`src/rtl/fetch_pkg.sv`:
```
// Shared types and constants for the instruction-fetch sequencer.
package fetch_pkg;

    localparam int WORD_W = 16;

    localparam logic [WORD_W-1:0] NOP_INSTR_DEFAULT = 16'h0800;
    localparam logic [WORD_W-1:0] RESET_PC_DEFAULT  = 16'h0000;

    typedef enum logic [1:0] {
        REQ,
        WAIT,
        VALID,
        HALTED
    } fetch_state_t;

endpackage

```
`src/rtl/cla_add16.sv`:
```
// 16-bit carry-lookahead adder: four 4-bit lookahead groups plus a group-level lookahead.
module cla_add16
    import fetch_pkg::*;
(
    input  logic [WORD_W-1:0] a,
    input  logic [WORD_W-1:0] b,
    output logic [WORD_W-1:0] sum
);

    logic [14:0] g;
    logic [15:0] p;
    logic [2:0]  gg;
    logic [2:0]  gp;
    logic [3:0]  cg;

    assign g = a[14:0] & b[14:0];
    assign p = a ^ b;

    genvar gi;
    generate
        for (gi = 0; gi < 3; gi++) begin : g_group_gp
            assign gg[gi] = g[4*gi+3]
                          | (p[4*gi+3] & g[4*gi+2])
                          | (p[4*gi+3] & p[4*gi+2] & g[4*gi+1])
                          | (p[4*gi+3] & p[4*gi+2] & p[4*gi+1] & g[4*gi]);
            assign gp[gi] = &p[4*gi +: 4];
        end
    endgenerate

    // Carry into each group, flattened so no carry depends on another carry bit.
    assign cg[0] = 1'b0;
    assign cg[1] = gg[0];
    assign cg[2] = gg[1] | (gp[1] & gg[0]);
    assign cg[3] = gg[2] | (gp[2] & gg[1]) | (gp[2] & gp[1] & gg[0]);

    generate
        for (gi = 0; gi < 4; gi++) begin : g_group_sum
            logic       ci;
            logic [3:0] c;
            assign ci   = cg[gi];
            assign c[0] = ci;
            assign c[1] = g[4*gi] | (p[4*gi] & ci);
            assign c[2] = g[4*gi+1] | (p[4*gi+1] & g[4*gi]) | (p[4*gi+1] & p[4*gi] & ci);
            assign c[3] = g[4*gi+2]
                        | (p[4*gi+2] & g[4*gi+1])
                        | (p[4*gi+2] & p[4*gi+1] & g[4*gi])
                        | (p[4*gi+2] & p[4*gi+1] & p[4*gi] & ci);
            assign sum[4*gi +: 4] = p[4*gi +: 4] ^ c;
        end
    endgenerate

endmodule

```
`src/rtl/sat_cnt16.sv`:
```
// 16-bit event counter with enable that sticks at all-ones instead of wrapping.
module sat_cnt16
    import fetch_pkg::*;
(
    input  logic              clk,
    input  logic              rst_n,
    input  logic              en,
    output logic [WORD_W-1:0] cnt
);

    always_ff @(posedge clk or negedge rst_n) begin
        if (!rst_n) begin
            cnt <= '0;
        end else if (en && (cnt != {WORD_W{1'b1}})) begin
            cnt <= cnt + 1'b1;
        end
    end

endmodule

```
`src/rtl/fetch_ctrl.sv`:
```
// Fetch sequencer: owns the PC, drives a request/done instruction memory, presents valid/ready to decode.
// Optional performance counters are built only when FETCH_CTRL_PERF_EN is defined.
module fetch_ctrl
    import fetch_pkg::*;
#(
    parameter logic [WORD_W-1:0] RESET_PC  = RESET_PC_DEFAULT,
    parameter logic [WORD_W-1:0] NOP_INSTR = NOP_INSTR_DEFAULT
) (
    input  logic              clk,
    input  logic              rst_n,
    output logic              mem_req,
    output logic [WORD_W-1:0] mem_addr,
    input  logic              mem_done,
    input  logic [WORD_W-1:0] mem_rdata,
    input  logic              redirect_valid,
    input  logic [WORD_W-1:0] redirect_pc,
    input  logic              if_ready,
    input  logic              halt_in,
    output logic              if_valid,
    output logic [WORD_W-1:0] if_instr,
    output logic [WORD_W-1:0] if_pc,
    output logic [WORD_W-1:0] if_pc_plus2,
    output logic              halted
`ifdef FETCH_CTRL_PERF_EN
    ,
    output logic [WORD_W-1:0] perf_fetch_cnt,
    output logic [WORD_W-1:0] perf_squash_cnt
`endif
);

    fetch_state_t      state_reg, state_next;
    logic [WORD_W-1:0] pc_reg, pc_next;
    logic              squash_reg, squash_next;
    logic              valid_reg, valid_next;
    logic [WORD_W-1:0] instr_reg, instr_next;
    logic [WORD_W-1:0] out_pc_reg, out_pc_next;
    logic              halted_reg, halted_next;
    logic [WORD_W-1:0] pc_plus2;
    logic [WORD_W-1:0] redirect_target;

    assign redirect_target = redirect_pc & {{(WORD_W-1){1'b1}}, 1'b0};

    cla_add16 u_pc_inc (
        .a   (pc_reg),
        .b   (WORD_W'(2)),
        .sum (pc_plus2)
    );

    cla_add16 u_out_pc_inc (
        .a   (out_pc_reg),
        .b   (WORD_W'(2)),
        .sum (if_pc_plus2)
    );

    always_ff @(posedge clk or negedge rst_n) begin
        if (!rst_n) begin
            state_reg  <= REQ;
            pc_reg     <= RESET_PC;
            squash_reg <= 1'b0;
            valid_reg  <= 1'b0;
            instr_reg  <= NOP_INSTR;
            out_pc_reg <= RESET_PC;
            halted_reg <= 1'b0;
        end else begin
            state_reg  <= state_next;
            pc_reg     <= pc_next;
            squash_reg <= squash_next;
            valid_reg  <= valid_next;
            instr_reg  <= instr_next;
            out_pc_reg <= out_pc_next;
            halted_reg <= halted_next;
        end
    end

    always_comb begin
        state_next  = state_reg;
        pc_next     = pc_reg;
        squash_next = squash_reg;
        valid_next  = valid_reg;
        instr_next  = instr_reg;
        out_pc_next = out_pc_reg;
        halted_next = halted_reg;
        mem_req     = 1'b0;
        mem_addr    = pc_reg;

        case (state_reg)
            REQ: begin
                if (redirect_valid) begin
                    pc_next = redirect_target;
                end else begin
                    // State resets to REQ, so the request must be held off while reset is asserted.
                    mem_req    = rst_n;
                    state_next = WAIT;
                end
            end
            WAIT: begin
                if (mem_done) begin
                    if (squash_reg || redirect_valid) begin
                        squash_next = 1'b0;
                        state_next  = REQ;
                        if (redirect_valid) begin
                            pc_next = redirect_target;
                        end
                    end else begin
                        valid_next  = 1'b1;
                        instr_next  = mem_rdata;
                        out_pc_next = pc_reg;
                        pc_next     = pc_plus2;
                        state_next  = VALID;
                    end
                end else if (redirect_valid) begin
                    pc_next     = redirect_target;
                    squash_next = 1'b1;
                end
            end
            VALID: begin
                if (redirect_valid) begin
                    valid_next = 1'b0;
                    instr_next = NOP_INSTR;
                    pc_next    = redirect_target;
                    state_next = REQ;
                end else if (if_ready) begin
                    valid_next = 1'b0;
                    instr_next = NOP_INSTR;
                    if (halt_in) begin
                        halted_next = 1'b1;
                        state_next  = HALTED;
                    end else begin
                        mem_req    = 1'b1;
                        state_next = WAIT;
                    end
                end
            end
            HALTED: begin
            end
            default: begin
                state_next = REQ;
            end
        endcase
    end

    assign if_valid = valid_reg;
    assign if_instr = instr_reg;
    assign if_pc    = out_pc_reg;
    assign halted   = halted_reg;

`ifdef FETCH_CTRL_PERF_EN
    logic fetch_evt;
    logic squash_evt;

    assign fetch_evt  = (state_reg == VALID) && !redirect_valid && if_ready;
    // Discarded responses in WAIT plus valid instructions dropped by a redirect.
    assign squash_evt = ((state_reg == WAIT) && mem_done && (squash_reg || redirect_valid))
                      || ((state_reg == VALID) && redirect_valid);

    sat_cnt16 u_fetch_cnt (
        .clk   (clk),
        .rst_n (rst_n),
        .en    (fetch_evt),
        .cnt   (perf_fetch_cnt)
    );

    sat_cnt16 u_squash_cnt (
        .clk   (clk),
        .rst_n (rst_n),
        .en    (squash_evt),
        .cnt   (perf_squash_cnt)
    );
`endif

endmodule

```
`config.mk`:
```
export PLATFORM = sky130hd
export DESIGN_NAME = fetch_ctrl
export DESIGN_NICKNAME = d
export VERILOG_FILES = /design/src/rtl/fetch_pkg.sv /design/src/rtl/cla_add16.sv /design/src/rtl/sat_cnt16.sv /design/src/rtl/fetch_ctrl.sv
export SDC_FILE = /design/constraint.sdc
export NUM_CORES = 1
export LEC_CHECK = 0
export BUFFER_PORTS_ARGS = -buffer_cell sky130_fd_sc_hd__buf_2
export CAP_MARGIN = 25
export CORE_UTILIZATION = 40
export DETAILED_ROUTE_END_ITERATION = 10
export PLACE_DENSITY = 0.7
export SLEW_MARGIN = 20
export SYNTH_ARGS = -nofsm -noshare
export SYNTH_HDL_FRONTEND = slang
export SYNTH_SLANG_ARGS = --single-unit
```
`constraint.sdc`:
```
create_clock -name clk -period 1.93 [get_ports clk]
set_input_delay 0.386 -clock clk [delete_from_list [all_inputs] [get_ports clk]]
set_output_delay 0.386 -clock clk [all_outputs]
set_load 0.01 [all_outputs]
```
==> flow_metrics.tcl, run 1 <==
set metrics [dict create \
    outcome "finished with violations" \
    failed_checks "setup timing" \
    cts_buffers 5 \
    syn_to_final_growth_pct 43.7 \
    syn-cell-area_sq_um 2840 \
    synthArstFlopShare 1.00 \
    maxSlewViolCount 0 \
    diodes 0 \
    worst_slew_pin_slew_ns 0.683 \
    synth_most_common_cell "dfrtp_1" \
    ys_seq_area_frac 0.467 \
    gr-total-overflow 0 \
    cap_violations 0 \
    worstPathRequired_ns 2.14 \
    wl_per_cell_um 14.7 \
    gp_congestion 0.821 \
    io_pins 105 \
    max_stage_delay_ns 0.53 \
    cp_top_family "compound AO/OA/AOI/OAI gates" \
    synth_top_cell_by_area "dfrtp_1" \
    synth-edff-count 0 \
    layout-drive-gt1-share 0.476 \
    critPathMaxFanout 7 \
    leakage_nw 1.98 \
    wirelength_mm 7.62 \
    period_share 1.04 \
    cp-start-kind "flip-flop" \
    critical_path_class "reg2reg" \
    cts_max_level 2 \
    vias_per_cell 5.11 \
    power.density_nw_per_um2 1440 \
    synthTopCellsByArea "dfrtp_1 (46%), mux2_2 (5.9%), o21ai_0 (4.9%)" \
    hold_viol 0 \
    first_pass_iters 4 \
    drt-initial-drc-count 171 \
    grt_pass1_wl_mm 12.2 \
    nNetsFinal 472 \
    syn_inst 281 \
    rsz0062_at_grt "yes" \
    holdCritPathClass "in2async" \
    cts_buffer_depth 2 \
    cp_cell_sequence "inv_2 > ha_4 > or4b_4 > a21oi_4 > buf_6 > o21ai_2 > a221oi_2" \
    dp_hpwl_mm 5.16 \
    die_h_um 86.3 \
    finalPower_mw 5.88 \
    setup-tns-final_ns -0.213 \
    final_util 0.598 \
    irDropWorstVdd_uv 540 \
    syn-num-nets 330 \
    worst_slack_ns -0.0677 \
    grt_max_degree 54 \
    track_usage 0.207 \
    arrival_ns 2.21 \
    syn_area_per_cell_sq_um 10.1 \
    yosys_most_used_dff "dfrtp_1" \
    finalCriticalPeriod_ns 2.00 \
    synth_cell_types 50 \
    worst_setup_path_end_kind "flip-flop" \
    initial_core_util 0.416 \
    finalSetupViolations 9 \
    seqCellArea_sq_um 1330 \
    path_buf_inv 2 \
    die_x_um 86.3 \
    die_area_sq_um 7450 \
    holdBufCountCts 0 \
    max_freq_mhz 501 \
    cts_tree "yes" \
    antenna_found_initial 0 \
    clk_latency_ns 0.30 \
    ys_seq_elements 53 \
    cpMaxStageDelayCell "or4b_4" \
    clkTransAtPathRegs_ns 0.10 \
    drcViolationCount 0 \
    cts_root_buf "clkbuf_8" \
    ys_warn_count 0 \
    clkSinkCount 53 \
    port_buffers 103 \
    skew_ns 0.00699 \
    multiInputGateArea_sq_um 1510 \
    synth_commonest_cells "dfrtp_1 (52), inv_1 (28), o21ai_0 (28)" \
    relSlewSlack 0.545 \
    grt_pass1_vias 2559 \
    core_sq_um 6830 \
    fill_cells 624 \
    rows 30 \
    ant_nets 0 \
    vias 2656 \
    yosys.area.top_type_share 0.458 \
]
-- metrics by stage --
| step | hold WS (ns) | instance area (sq um) | std cells | worst slack [ns] |
|---|---|---|---|---|
| floorplan | 0.0904 | 2850 | 281 | 0.0156 |
| global placement | 0.451 | 3680 | 496 | -0.0557 |
| detailed placement | 0.458 | 3680 | 496 | -0.126 |
| CTS | 0.276 | 3940 | 514 | -0.0342 |
| global route | 0.295 | 4080 | 520 | -0.176 |
| finish | 0.230 | 4080 | 520 | -0.0677 |
-- routing by layer --
metal,global-route usage,vias to the layer above,part of all wire
met2,0.349,80,0.50
met3,0.0248,8,0.038
met1,0.273,1280,0.45
li1,-,1288,-
met5,0,-,0
met4,0.0803,0,0.017
-- report_power, final --
part / total, mW / switching, mW / internal (mW)
Clock: 0.643 / 0.351 / 0.292
Combinational: 3.23 / 1.64 / 1.60
Sequential: 2.00 / 0.399 / 1.60
-- path summary, 6_finish.rpt --
kind | from | to | slack, ns | depth (start not counted)
min in group clk | mem_rdata[1] | if_instr[1] | 0.32 | 3
worst max-delay path | state_reg[1] | mem_addr[12] | -0.07 | 7
worst min-delay path | rst_n | mem_addr[15] | 0.23 | 2
worst max register to register | state_reg[1] | mem_addr[12] | -0.07 | 7
max in group asynchronous | rst_n | squash_reg | 1.21 | 2
worst min register to register | halted | halted | 0.47 | 1
-- worst register-to-register path, cell delays in order (launching register included) --
cell      delay [ns]
dfrtp_1         0.43
inv_2           0.08
ha_4            0.16
or4b_4          0.53
a21oi_4         0.27
buf_6           0.15
o21ai_2         0.05
a221oi_2        0.23
-- layout make-up --
| cell class | count | share of cell area |
|---|---|---|
| clock buffer | 7 | 0.0211 |
| timing repair buffer | 149 | 0.227 |
| sequential | 53 | 0.325 |
| multi-input combinational | 186 | 0.370 |
| tap | 96 | 0.0294 |
| inverter | 28 | 0.0257 |
| clock inverter | 1 | 0.00184 |
-- cell families after synthesis --
family	synth area share
buffers and inverters	0.0630
flip-flops	0.467
AND/OR/NAND/NOR	0.171
XOR/XNOR	0.0308
adder cells (fa/ha/maj)	0.0484
AO/OA/AOI/OAI	0.153
multiplexers	0.0665
-- cell usage in the layout (no fill, tap or decap), types with 3 or more instances in the layout --
cell type and instances:
buf_4 40, nand4_1 6, ha_1 8, nand3b_1 15
inv_1 26, o21ai_2 4, nor2_1 10, buf_2 103
nand2b_1 3, xor2_1 4, nor3_1 6, o21ai_0 23
ha_4 3, nand3_1 4, o22a_1 6, o2bb2ai_1 3
dfrtp_1 51, nand3_2 3, clkbuf_8 6, nand2_1 12
a21oi_1 6, and2_1 3, a32oi_1 3, xnor2_1 6
mux2_2 15, nor2b_1 4
-- repair_timing --
item                                   4_1_cts  5_1_grt
endpoints found under the hold margin        0        0
pin swaps                                    5       12
cloned                                       1        0
buffers inserted                             9        6
setup endpoints to repair                   18       19
resized for setup                           16       25
Power figures use the tool's default switching activity.
==> run 2, diff against run 1 <==
SETUP_SLACK_MARGIN = 0.4   (was unset)
==> run 2 against run 1 <==
The flow still finishes with violations (setup timing). Maximum frequency decreased by 0.50%. Core utilization up 12 points. Via count grew 13%. Design area grew 20%. Sequential share of layout area fell by 5.2 points. Sequential cell count unchanged. First-iteration DRC count increased by 22%. Worst hold slack gained 0.036 ns. Sequential power up 7%. Die area unchanged. Critical path type is now reg2out. Critical endpoint is now if_pc_plus2[15]. Largest cell class unchanged. Highest routed layer unchanged.
==> flow_metrics.tcl, run 2 (synthesis gave the netlist of run 1 again) <==
set metrics [dict create \
    drt-initial-drc-count 209 \
    cts_root_buf "clkbuf_8" \
    cp_cell_sequence "nand3_4 > nor3_4 > buf_4 > nand3_4 > xnor2_2 > buf_2" \
    cp-start-kind "flip-flop" \
    reg2reg_to "mem_addr[2]" \
    holdBufCountCts 0 \
    vias 3013 \
    layout-drive-gt1-share 0.620 \
    cts_buffers 5 \
    nNetsFinal 501 \
    antenna_found_initial 0 \
    grt_pass1_wl_mm 14.0 \
    ant_nets 0 \
    maxSlewViolCount 0 \
    post-place-ws_ns -0.0633 \
    max_freq_mhz 498 \
    arrival_ns 1.62 \
    worstPathRequired_ns 1.54 \
    irDropWorstVdd_uv 714 \
    vias_per_cell 5.49 \
    drcViolationCount 0 \
    outcome "finished with violations" \
    r2r_setup_slack_ns -0.03 \
    cts_tree "yes" \
    final_cell_mix "buf_2 (102), dfrtp_1 (45), buf_4 (45)" \
    worst_slew_pin_slew_ns 0.696 \
    critical_path_class "reg2out" \
    dp_hpwl_mm 5.20 \
    critPathMaxFanout 5 \
    worst_setup_path_end_kind "primary output" \
    io_pins 105 \
    max_stage_delay_ns 0.40 \
    ff2ff_path_depth 7 \
    die_area_sq_um 7450 \
    cp_top_family "simple AND/OR/NAND/NOR gates" \
    power.density_nw_per_um2 1480 \
    rsz0062_at_grt "yes" \
    failed_checks "setup timing" \
    port_buffers 103 \
    diodes 0 \
    clk_latency_ns 0.31 \
    syn_to_final_growth_pct 72.2 \
    setup-tns-final_ns -0.378 \
    cts_buffer_depth 2 \
    initial_core_util 0.416 \
    core_sq_um 6830 \
    final_common_cell "buf_2" \
    die_x_um 86.3 \
    hold_viol 0 \
    rows 30 \
    cts_max_level 2 \
    track_usage 0.242 \
    first_pass_iters 5 \
    grt_max_degree 54 \
    period_share 1.04 \
    wl_per_cell_um 18.2 \
    finalSetupViolations 14 \
    leakage_nw 2.32 \
    die_h_um 86.3 \
    skew_ns 0.00619 \
    finalCriticalPeriod_ns 2.01 \
    timing.rr.start "state_reg[1]" \
    gr-total-overflow 0 \
    cap_violations 0 \
    cpMaxStageDelayCell "dfrtp_1" \
    grt_pass1_vias 2791 \
    worst_slack_ns -0.0778 \
    holdCritPathClass "in2async" \
    clkSinkCount 53 \
    gp_congestion 0.837 \
    wirelength_mm 9.97 \
    relSlewSlack 0.536 \
    cp_common_cell "nand3_4" \
    path_buf_inv 2 \
    clkTransAtPathRegs_ns 0.10 \
]
==> run 2: worst max path at each step <==
| stage | start | to | slack (ns) | depth (start not counted) |
|---|---|---|---|---|
| 2_1_floorplan | state_reg[1] | mem_addr[11] | 0.11 | 7 |
| 3_3_place_gp | state_reg[1] | mem_addr[11] | -0.01 | 7 |
| 3_5_place_dp | state_reg[1] | mem_addr[3] | -0.06 | 7 |
| 4_1_cts | if_pc[2] | if_pc_plus2[9] | -0.08 | 5 |
| 5_1_grt | if_pc[6] | if_pc_plus2[11] | -0.15 | 5 |
| 6_report | if_pc[6] | if_pc_plus2[15] | -0.08 | 6 |
==> run 2: cell type report <==
cell class | instances | area, sq um
Inverter | 28 | 105
Clock buffer | 7 | 76.3
Clock inverter | 1 | 7.51
Fill cell | 467 | 1940
Sequential cell | 53 | 1340
Multi-Input combinational cell | 186 | 1840
Timing Repair Buffer | 178 | 1410
Tap cell | 96 | 120
==> run 2: routing by layer <==
| layer | share of wire | track usage | vias to the layer above |
|---|---|---|---|
| li1 | - | - | 1350 |
| met1 | 0.39 | 0.312 | 1479 |
| met2 | 0.52 | 0.417 | 152 |
| met3 | 0.062 | 0.0352 | 32 |
| met4 | 0.030 | 0.0818 | 0 |
| met5 | 0 | 0 | - |
==> run 2: per-stage QoR <==
step	instance area, sq um	std cells	hold WS (ns)	utilization	power, mW
floorplan	2980	281	0.0904	-	3.67
global placement	3750	491	0.457	0.549	4.75
detailed placement	3750	491	0.461	0.549	4.84
CTS	4480	530	0.295	0.656	6.46
global route	4890	549	0.322	0.716	7.62
finish	4890	549	0.266	0.716	7.23
==> run 2: report_power, final <==
part,internal (mW),switching [mW],total [mW],leakage (nW)
Combinational,2.40,2.05,4.45,1.65
Clock,0.258,0.379,0.638,0.0385
Sequential,1.61,0.525,2.14,0.631
Total,4.27,2.96,7.23,2.32
==> run 2: what timing repair did <==
action,in CTS,in global routing
pin swaps,29,25
cloned,8,2
resized for setup,85,54
endpoints found under the setup margin,65,66
setup buffers,23,17
hold endpoints to repair,0,0
==> run 3, diff against run 2 <==
ABC_AREA = 1   (was unset)
CORE_UTILIZATION = 49   (was 40)
PLACE_DENSITY = 0.8   (was 0.7)
clock period = 2 ns   (was 1.93 ns; I/O delays follow)
==> run 3 against run 2 <==
The flow still finishes with violations (setup timing). Sequential cell count unchanged. Register-to-register slack better by 0.22 ns. Clock skew rose by 0.0037 ns. Routed wire length is 5.0% lower. Global-route usage up 4.7 points. Clock-buffer cell count down 1. Sequential share of layout area grew 3.4 points. Non-clock buffer count fell by 34.
==> flow_metrics.tcl, run 3 <==
set metrics [dict create \
    die_x_um 77.5 \
    cap_violations 0 \
    ff2ff_path_depth 9 \
    wl_per_cell_um 17.6 \
    skew_ns 0.00992 \
    dp_hpwl_mm 4.84 \
    rows 27 \
    synthTopCellsByArea "dfrtp_1 (47%), nand2_1 (8.5%), ha_1 (4.9%)" \
    finalPower_mw 6.49 \
    hold_viol 0 \
    cp-start-kind "flip-flop" \
    yosys_most_used_dff "dfrtp_1" \
    vias 3084 \
    rsz0062_at_grt "yes" \
    holdCritPathClass "in2reg" \
    critPathMaxFanout 4 \
    worstPathRequired_ns 1.60 \
    whs_path_depth 2 \
    die_area_sq_um 6010 \
    outcome "finished with violations" \
    place_area_sq_um 3410 \
    cts_root_buf "clkbuf_8" \
    cts_tree "yes" \
    postLayoutCellArea_sq_um 4330 \
    first_pass_iters 5 \
    clkTransAtPathRegs_ns 0.10 \
    synth-edff-count 0 \
    cp_top_family "flip-flops" \
    syn-cell-area_sq_um 2800 \
    cp_cell_sequence "nand2_2 > nor3_4 > buf_4 > ha_2 > xor2_1 > buf_2" \
    syn_to_final_growth_pct 55.0 \
    wirelength_mm 9.46 \
    grt_pass1_vias 2775 \
    failed_checks "setup timing" \
    synth_top_cell_by_area "dfrtp_1" \
    arrival_ns 1.82 \
    die_h_um 77.5 \
    r2r_setup_slack_ns 0.19 \
    irDropWorstVdd_uv 803 \
    critical_path_class "reg2out" \
    max_freq_mhz 451 \
    finalCriticalPeriod_ns 2.22 \
    syn_area_per_cell_sq_um 8.68 \
    cts_max_level 2 \
    leakage_nw 2.16 \
    grt_pass1_wl_mm 13.4 \
    path_buf_inv 2 \
    core_sq_um 5510 \
    syn-num-nets 371 \
    max_stage_delay_ns 0.42 \
    syn_inst 322 \
    post-place-ws_ns 0.163 \
    finalSetupViolations 6 \
    worst_slew_pin_slew_ns 0.678 \
    yosys.area.top_type_share 0.465 \
    clk_latency_ns 0.31 \
    diodes 0 \
    antenna_found_initial 0 \
    worst_setup_path_end_kind "primary output" \
    gp_congestion 0.909 \
    period_share 1.11 \
    cts_buffer_depth 2 \
    initial_core_util 0.508 \
    gr-total-overflow 0 \
    maxSlewViolCount 0 \
    synth_cell_types 35 \
    reg2reg_to "mem_addr[1]" \
    nNetsFinal 515 \
    layout-drive-gt1-share 0.518 \
    worst_slack_ns -0.216 \
    min_to "if_instr[10]" \
    synth_commonest_cells "nand2_1 (63), dfrtp_1 (52), inv_1 (29)" \
    final_cell_mix "buf_2 (98), nand2_1 (58), dfrtp_1 (49)" \
    holdWs_ns 0.293 \
    ys_warn_count 0 \
    relSlewSlack 0.548 \
    cts_buffers 5 \
    vias_per_cell 5.72 \
    cpMaxStageDelayCell "dfrtp_1" \
    grt_max_degree 54 \
    min_from "mem_rdata[10]" \
    ys_seq_area_frac 0.475 \
    io_pins 105 \
    clkSinkCount 53 \
    drt-initial-drc-count 302 \
    synthArstFlopShare 1.00 \
    port_buffers 103 \
    synth_most_common_cell "nand2_1" \
    timing.rr.start "state_reg[1]" \
    ys_seq_elements 53 \
    final_common_cell "buf_2" \
    drcViolationCount 0 \
    power.density_nw_per_um2 1500 \
    track_usage 0.289 \
    ant_nets 0 \
]
run 3: logic make-up (layout without fill, tap and decap cells):
group	Yosys count	after routing	share of synthesized area
simple gates	120	121	0.193
compound gates	84	84	0.182
flops	53	53	0.475
buf+inv	44	188	0.0702
fa+ha+maj	11	11	0.0492
xor+xnor	10	10	0.0313
run 3: through the flow:
step           TNS [ns]  instances   util
3_3_place_gp          0        490  0.619
4_1_cts          -0.120        522  0.725
5_1_grt          -0.872        539  0.787
6_report         -0.430        539  0.787
2_1_floorplan         0        322      -
3_5_place_dp          0        490  0.619
run 3: worst max path at each step:
stage                         from         endpoint  slack, ns  cells after the start
after global routing      if_pc[2]   if_pc_plus2[9]      -0.25                      6
after detailed placement  if_pc[3]  if_pc_plus2[13]       0.16                      7
final                     if_pc[5]   if_pc_plus2[9]      -0.22                      6
after CTS                 if_pc[3]  if_pc_plus2[13]      -0.05                      7
after global placement    if_pc[3]  if_pc_plus2[13]       0.23                      7
after floorplan           if_pc[5]  if_pc_plus2[13]       0.31                      6
run 3: cell type report:
cell class	count	area [sq um]
Clock inverter	2	13.8
Timing Repair Buffer	144	916
Multi-Input combinational cell	226	1690
Sequential cell	53	1330
Clock buffer	6	82.6
Inverter	32	148
Fill cell	318	1170
Tap cell	72	90.1
Timing Repair inverter	4	60.1
run 3: what timing repair did:
item,CTS,global route
buffers inserted,20,16
endpoints found under the hold margin,0,0
endpoints found under the setup margin,45,48
hold buffers,0,0
pin swaps,22,23
gates resized for setup,83,50
cloned,4,1
run 3: per-layer routing:
metal,GRT usage,vias to the layer above,wire [um]
met2,0.483,181,4960
met1,0.374,1499,3520
met3,0.0494,40,647
li1,-,1364,-
met5,0,-,0
met4,0.109,0,340
run 3: power by group:
part,total [mW],internal [mW],switching [mW],leakage (nW)
clock,0.650,0.282,0.369,0.0512
combinational,3.80,1.71,2.09,1.46
sequential,2.04,1.57,0.472,0.649
